<file path="src/rtl/shifter_share_arb.sv">
// Round-robin arbiter sharing one registered barrel shifter among NREQ requesters.
// Result is returned tagged with the winning requester index under valid/ready.
module shifter_share_arb #(
    parameter int NREQ  = 4,
    parameter int WIDTH = 8,
    parameter int SHW   = 4,
    parameter int IDW   = 2
) (
    input  logic                  clk,
    input  logic                  rst,
    input  logic [NREQ-1:0]       req_valid,
    output logic [NREQ-1:0]       req_ready,
    input  logic [NREQ*WIDTH-1:0] req_data,
    input  logic [NREQ*SHW-1:0]   req_shift,
    input  logic [NREQ-1:0]       req_op,
    input  logic [NREQ-1:0]       req_val,
    output logic                  rsp_valid,
    input  logic                  rsp_ready,
    output logic [WIDTH-1:0]      rsp_data,
    output logic [IDW-1:0]        rsp_id,
    output logic                  busy
);

    logic [IDW-1:0]   r_ptr;
    logic             r_rsp_valid;
    logic [WIDTH-1:0] r_rsp_data;
    logic [IDW-1:0]   r_rsp_id;

    logic             w_slot_free;
    logic             w_found;
    logic             w_accept;
    logic [IDW-1:0]   w_gnt;
    logic [IDW:0]     w_idx;
    logic [IDW-1:0]   w_ptr_nxt;
    logic [WIDTH-1:0] w_in;
    logic [SHW-1:0]   w_sh;
    logic             w_op;
    logic             w_fill;
    logic [WIDTH-1:0] w_mask;
    logic [WIDTH-1:0] w_res;

    assign w_slot_free = !r_rsp_valid | rsp_ready;

    // Cyclic search starting at the pointer; first valid requester wins.
    always_comb begin
        w_found = 1'b0;
        w_gnt   = '0;
        w_idx   = '0;
        for (int i = 0; i < NREQ; i++) begin
            w_idx = {1'b0, r_ptr} + (IDW+1)'(i);
            if (w_idx >= (IDW+1)'(NREQ))
                w_idx = w_idx - (IDW+1)'(NREQ);
            if (!w_found && req_valid[w_idx[IDW-1:0]]) begin
                w_found = 1'b1;
                w_gnt   = w_idx[IDW-1:0];
            end
        end
    end

    assign w_accept = w_slot_free & w_found;

    always_comb begin
        req_ready = '0;
        if (w_accept)
            req_ready[w_gnt] = 1'b1;
    end

    always_comb begin
        w_in   = req_data[int'(w_gnt)*WIDTH +: WIDTH];
        w_sh   = req_shift[int'(w_gnt)*SHW +: SHW];
        w_op   = req_op[w_gnt];
        w_fill = req_val[w_gnt];
    end

    // Mask of surviving bit positions; shifts of WIDTH or more clear it entirely.
    always_comb begin
        if (w_op) begin
            w_mask = {WIDTH{1'b1}} << w_sh;
            w_res  = (w_in << w_sh) | (~w_mask & {WIDTH{w_fill}});
        end else begin
            w_mask = {WIDTH{1'b1}} >> w_sh;
            w_res  = (w_in >> w_sh) | (~w_mask & {WIDTH{w_fill}});
        end
    end

    assign w_ptr_nxt = (w_gnt == IDW'(NREQ-1)) ? '0 : w_gnt + 1'b1;

    always_ff @(posedge clk) begin
        if (rst) begin
            r_ptr       <= '0;
            r_rsp_valid <= 1'b0;
            r_rsp_data  <= '0;
            r_rsp_id    <= '0;
        end else if (w_accept) begin
            r_ptr       <= w_ptr_nxt;
            r_rsp_valid <= 1'b1;
            r_rsp_data  <= w_res;
            r_rsp_id    <= w_gnt;
        end else if (r_rsp_valid && rsp_ready) begin
            r_rsp_valid <= 1'b0;
        end
    end

    assign rsp_valid = r_rsp_valid;
    assign rsp_data  = r_rsp_data;
    assign rsp_id    = r_rsp_id;
    assign busy      = r_rsp_valid | (|req_valid);

endmodule

</file>
<file path="config.mk">
export PLATFORM = sky130hd
export DESIGN_NAME = shifter_share_arb
export DESIGN_NICKNAME = d
export VERILOG_FILES = /design/src/rtl/shifter_share_arb.sv
export SDC_FILE = /design/constraint.sdc
export NUM_CORES = 1
export LEC_CHECK = 0
export ABC_AREA = 1
export CAP_MARGIN = 20
export CELL_PAD_IN_SITES_DETAIL_PLACEMENT = 0
export CELL_PAD_IN_SITES_GLOBAL_PLACEMENT = 1
export CORE_MARGIN = 4
export CORE_UTILIZATION = 30
export DETAILED_ROUTE_END_ITERATION = 6
export PLACE_DENSITY_LB_ADDON = 0.1
export SLEW_MARGIN = 20
export SYNTH_ARGS = -nofsm -noshare
export SYNTH_HDL_FRONTEND = slang
export SYNTH_SLANG_ARGS = --single-unit
export TNS_END_PERCENT = 1
</file>
<file path="constraint.sdc">
create_clock -name clk -period 2.8 [get_ports clk]
set_input_delay 0.56 -clock clk [delete_from_list [all_inputs] [get_ports clk]]
set_output_delay 0.56 -clock clk [all_outputs]
set_load 0.005 [all_outputs]
</file>
==> results.rst <==
.. list-table::
   :header-rows: 1

   * - Metric
     - Value
   * - Run status
     - finished clean
   * - Worst skew pair latency
     - 0.24 ns
   * - Wire length after detailed routing
     - 8.13 mm
   * - Area growth from synthesis to layout
     - 63.5%
   * - Hold Vio Cnt, Final
     - 0
   * - Number of nets in the finished design
     - 620
   * - Share of Yosys cell area claimed by the top area cell type
     - 30.3%
   * - CTS tree
     - built
   * - Clock transition time at the flip-flop clock pins of the worst setup and hold paths
     - 0.05 ns
   * - Sum of net half-perimeters after detailed placement
     - 6.61 mm
   * - Number of CTS-inserted buffers
     - 3
   * - Number of instances in the synthesized netlist
     - 434
   * - Placement row count
     - 31
   * - Sort of element at the start of the critical path
     - input pin
   * - Flops & latches, synth
     - 13
   * - Hold depth
     - 2
   * - Setup slack on the worst flop-to-flop path
     - 0.16 ns
   * - End point of the worst hold path
     - rsp_data[5]
   * - Total die area
     - 9000 um2
   * - DR DRC count
     - 0
   * - Total overflow reported by the global router
     - 0
   * - Top post-synthesis cells by area
     - nand2_1 (30%), dfxtp_1 (11%), nand3_1 (11%)
   * - Die width
     - 94.9 um
   * - Count of antenna-violating nets left after detailed routing
     - 0
   * - Reg2Reg Depth
     - 20
   * - Most used standard cells in the synthesized netlist
     - nand2_1 (183), nand3_1 (52), inv_1 (38), nand4_1 (25), nor2_1 (23)
   * - Total routing resource utilization after global routing
     - 18.6%
   * - PortBufs
     - 78
   * - Leading cell type by number of instances after synthesis
     - nand2_1
   * - Maximum buffer depth of the clock tree
     - 2
   * - Shortest period the worst path allows
     - 2.67 ns
   * - Worst clock skew
     - 0.00493 ns
   * - Critical path class
     - in2reg
   * - Most used flip-flop cell after synthesis
     - dfxtp_1
   * - Hold Crit Start
     - rsp_data[5]
   * - Initial Utilization
     - 31.0%
   * - Worst slew margin relative to its limit
     - 77.4%
   * - Required time of the critical path
     - 2.97 ns
   * - 1st-iter DRT viols
     - 78
   * - Worst R2R End
     - rsp_data[4]
   * - Post-DP Area
     - 3450 um2
   * - Library cell used as clock root buffer
     - clkbuf_8
   * - Global-route wire length before repair
     - 13.6 mm
   * - First-pass iteration count of the detailed router
     - 4
   * - Placed instance count
     - 640
   * - Number of diodes added for antenna fixing
     - 0
   * - Count of endpoints failing setup in the final report
     - 0
   * - Slew of the pin with the lowest slew margin
     - 0.337 ns
   * - Count of warnings emitted by yosys
     - 0
   * - H-tree lvl count
     - 1
   * - Count of vias placed by the detailed router
     - 3021
   * - Pre-CTS worst setup slack
     - -0.428 ns
   * - RSZ-0062 raised after global routing
     - true
   * - Tcrit/Tclk final
     - 95.3%
   * - Crit. End Element
     - flip-flop
   * - Num ports
     - 79
   * - Area of the mapped netlist
     - 2260 um2
   * - Via count of the first global-routing pass
     - 2999
   * - Gpl congestion
     - 0.901
   * - Biggest area consumer among synthesized cells
     - nand2_1
   * - Clock net sink count
     - 13
   * - Worst Hold Class
     - reg2reg
   * - Number of maximum-capacitance violations
     - 0
   * - Ratio of cells with drive above 1 in the final layout
     - 25.0%
   * - Non-Filler Cell Area, Final
     - 3700 um2
   * - Core area
     - 7290 um2
   * - Initial antenna violation count
     - 0
   * - Final Hold Slack
     - 0.463 ns
   * - Cts-stage hold buffer count
     - 0
   * - Final WS setup
     - 0.133 ns
   * - Number of cells in the finished layout apart from fillers
     - 651
   * - Average via count per standard cell
     - 4.64
   * - Max Fclk
     - 0.375 GHz
   * - Average cell area after synthesis
     - 5.22 um2
   * - Number of pins exceeding their max-slew limit in the final report
     - 0
   * - Fraction of registers with async set or reset after synthesis
     - 0%
   * - Routed len/inst
     - 12.5 um
   * - Startpoint of the worst-slack reg-to-reg timing path
     - r_ptr[1]
   * - Seq/Total Area, Yosys
     - 11.5%
   * - Syn_nets
     - 501
   * - Number of enable-type register cells in the synthesized netlist
     - 0
   * - Cell variety after synth
     - 28
   * - Arrival time worst endpoint
     - 2.83 ns
   * - Pin count of the biggest net entering global routing
     - 16
   * - Vert. Die Dim
     - 94.9 um
   * - Maximum fanout encountered on the critical timing path
     - 8
routing by layer:
metal	track usage [%]	wire length (um)	vias up
li1	-	-	1638
met1	22.6	3590	1307
met2	35.0	4100	69
met3	1.91	369	7
met4	3.73	66	0
met5	0	0	-
logic make-up (layout without fill, tap and decap cells):
kind of cell	count (synthesis)	count (layout)	share of synthesized area, %
buffers and inverters	67	185	14.4
DFF	13	13	11.5
and+or+nand+nor	310	310	62.5
adders and majority gates	4	4	2.21
AOI/OAI and AO/OA	40	40	9.45
flip-flops by register name, summed over array words and instances (netlist names):
register and cells:
r_ptr 2, rsp_data 8, rsp_id 2, rsp_valid 1
timing repair:
action                     4_1_cts  5_1_grt
buffers inserted                 5        2
setup endpoints to repair       13       12
pin swaps                        6        6
gates resized for setup         35       34
critical path, stage by stage:
cell	delay, ns
dlygate4sd2_1	0.25
inv_2	0.08
nand2_2	0.07
nand3_2	0.10
nand2_4	0.07
nor2_4	0.12
nand4_1	0.16
nand2_4	0.11
buf_6	0.12
inv_4	0.05
buf_12	0.12
buf_4	0.16
nand2_2	0.08
nand2_4	0.09
buf_4	0.16
nand3_2	0.07
nand3_1	0.11
a21oi_2	0.14
nand2_1	0.08
a21oi_1	0.14
stage by stage:
stage | setup TNS, ns | util, %
floorplan | 0 | -
global placement | -3.78 | 47.3
detailed placement | -4.35 | 47.3
CTS | 0 | 49.3
global route | -0.312 | 50.7
finish | 0 | 50.7
worst max-delay path by stage:
stage / from / to / slack, ns / cells after the start
4_1_cts: r_ptr[1] / req_ready[3] / 0.01 / 15
3_3_place_gp: req_valid[2] / req_ready[1] / -0.35 / 13
5_1_grt: req_valid[0] / rsp_data[4] / -0.09 / 22
3_5_place_dp: req_valid[0] / req_ready[3] / -0.43 / 13
6_report: req_valid[0] / rsp_data[4] / 0.13 / 20
2_1_floorplan: req_valid[3] / req_ready[0] / 0.15 / 8
cells in the final DEF (no fill, tap or decap), drive strengths merged, types with 4 or more instances in the layout:
master	Yosys	final
nand2	198	198
clkdlybuf4s50	0	70
nand3	58	58
buf	17	56
inv	46	46
nor2	27	27
nand4	25	25
a21oi	19	19
o21ai	19	19
dfxtp	13	13
dlygate4sd2	0	5
clkbuf	2	5
ha	4	4
final cells by class:
| class | instances | area (um2) |
|---|---|---|
| Fill cell | 817 | 3590 |
| Multi-Input combinational cell | 354 | 1820 |
| Timing Repair Buffer | 133 | 1260 |
| Sequential cell | 13 | 263 |
| Inverter | 48 | 189 |
| Tap cell | 99 | 124 |
| Clock buffer | 4 | 45.0 |
Power is left out: the tool's default activity adds up to more than one toggle a clock period on the data nets, which glitch-free logic cannot reach.
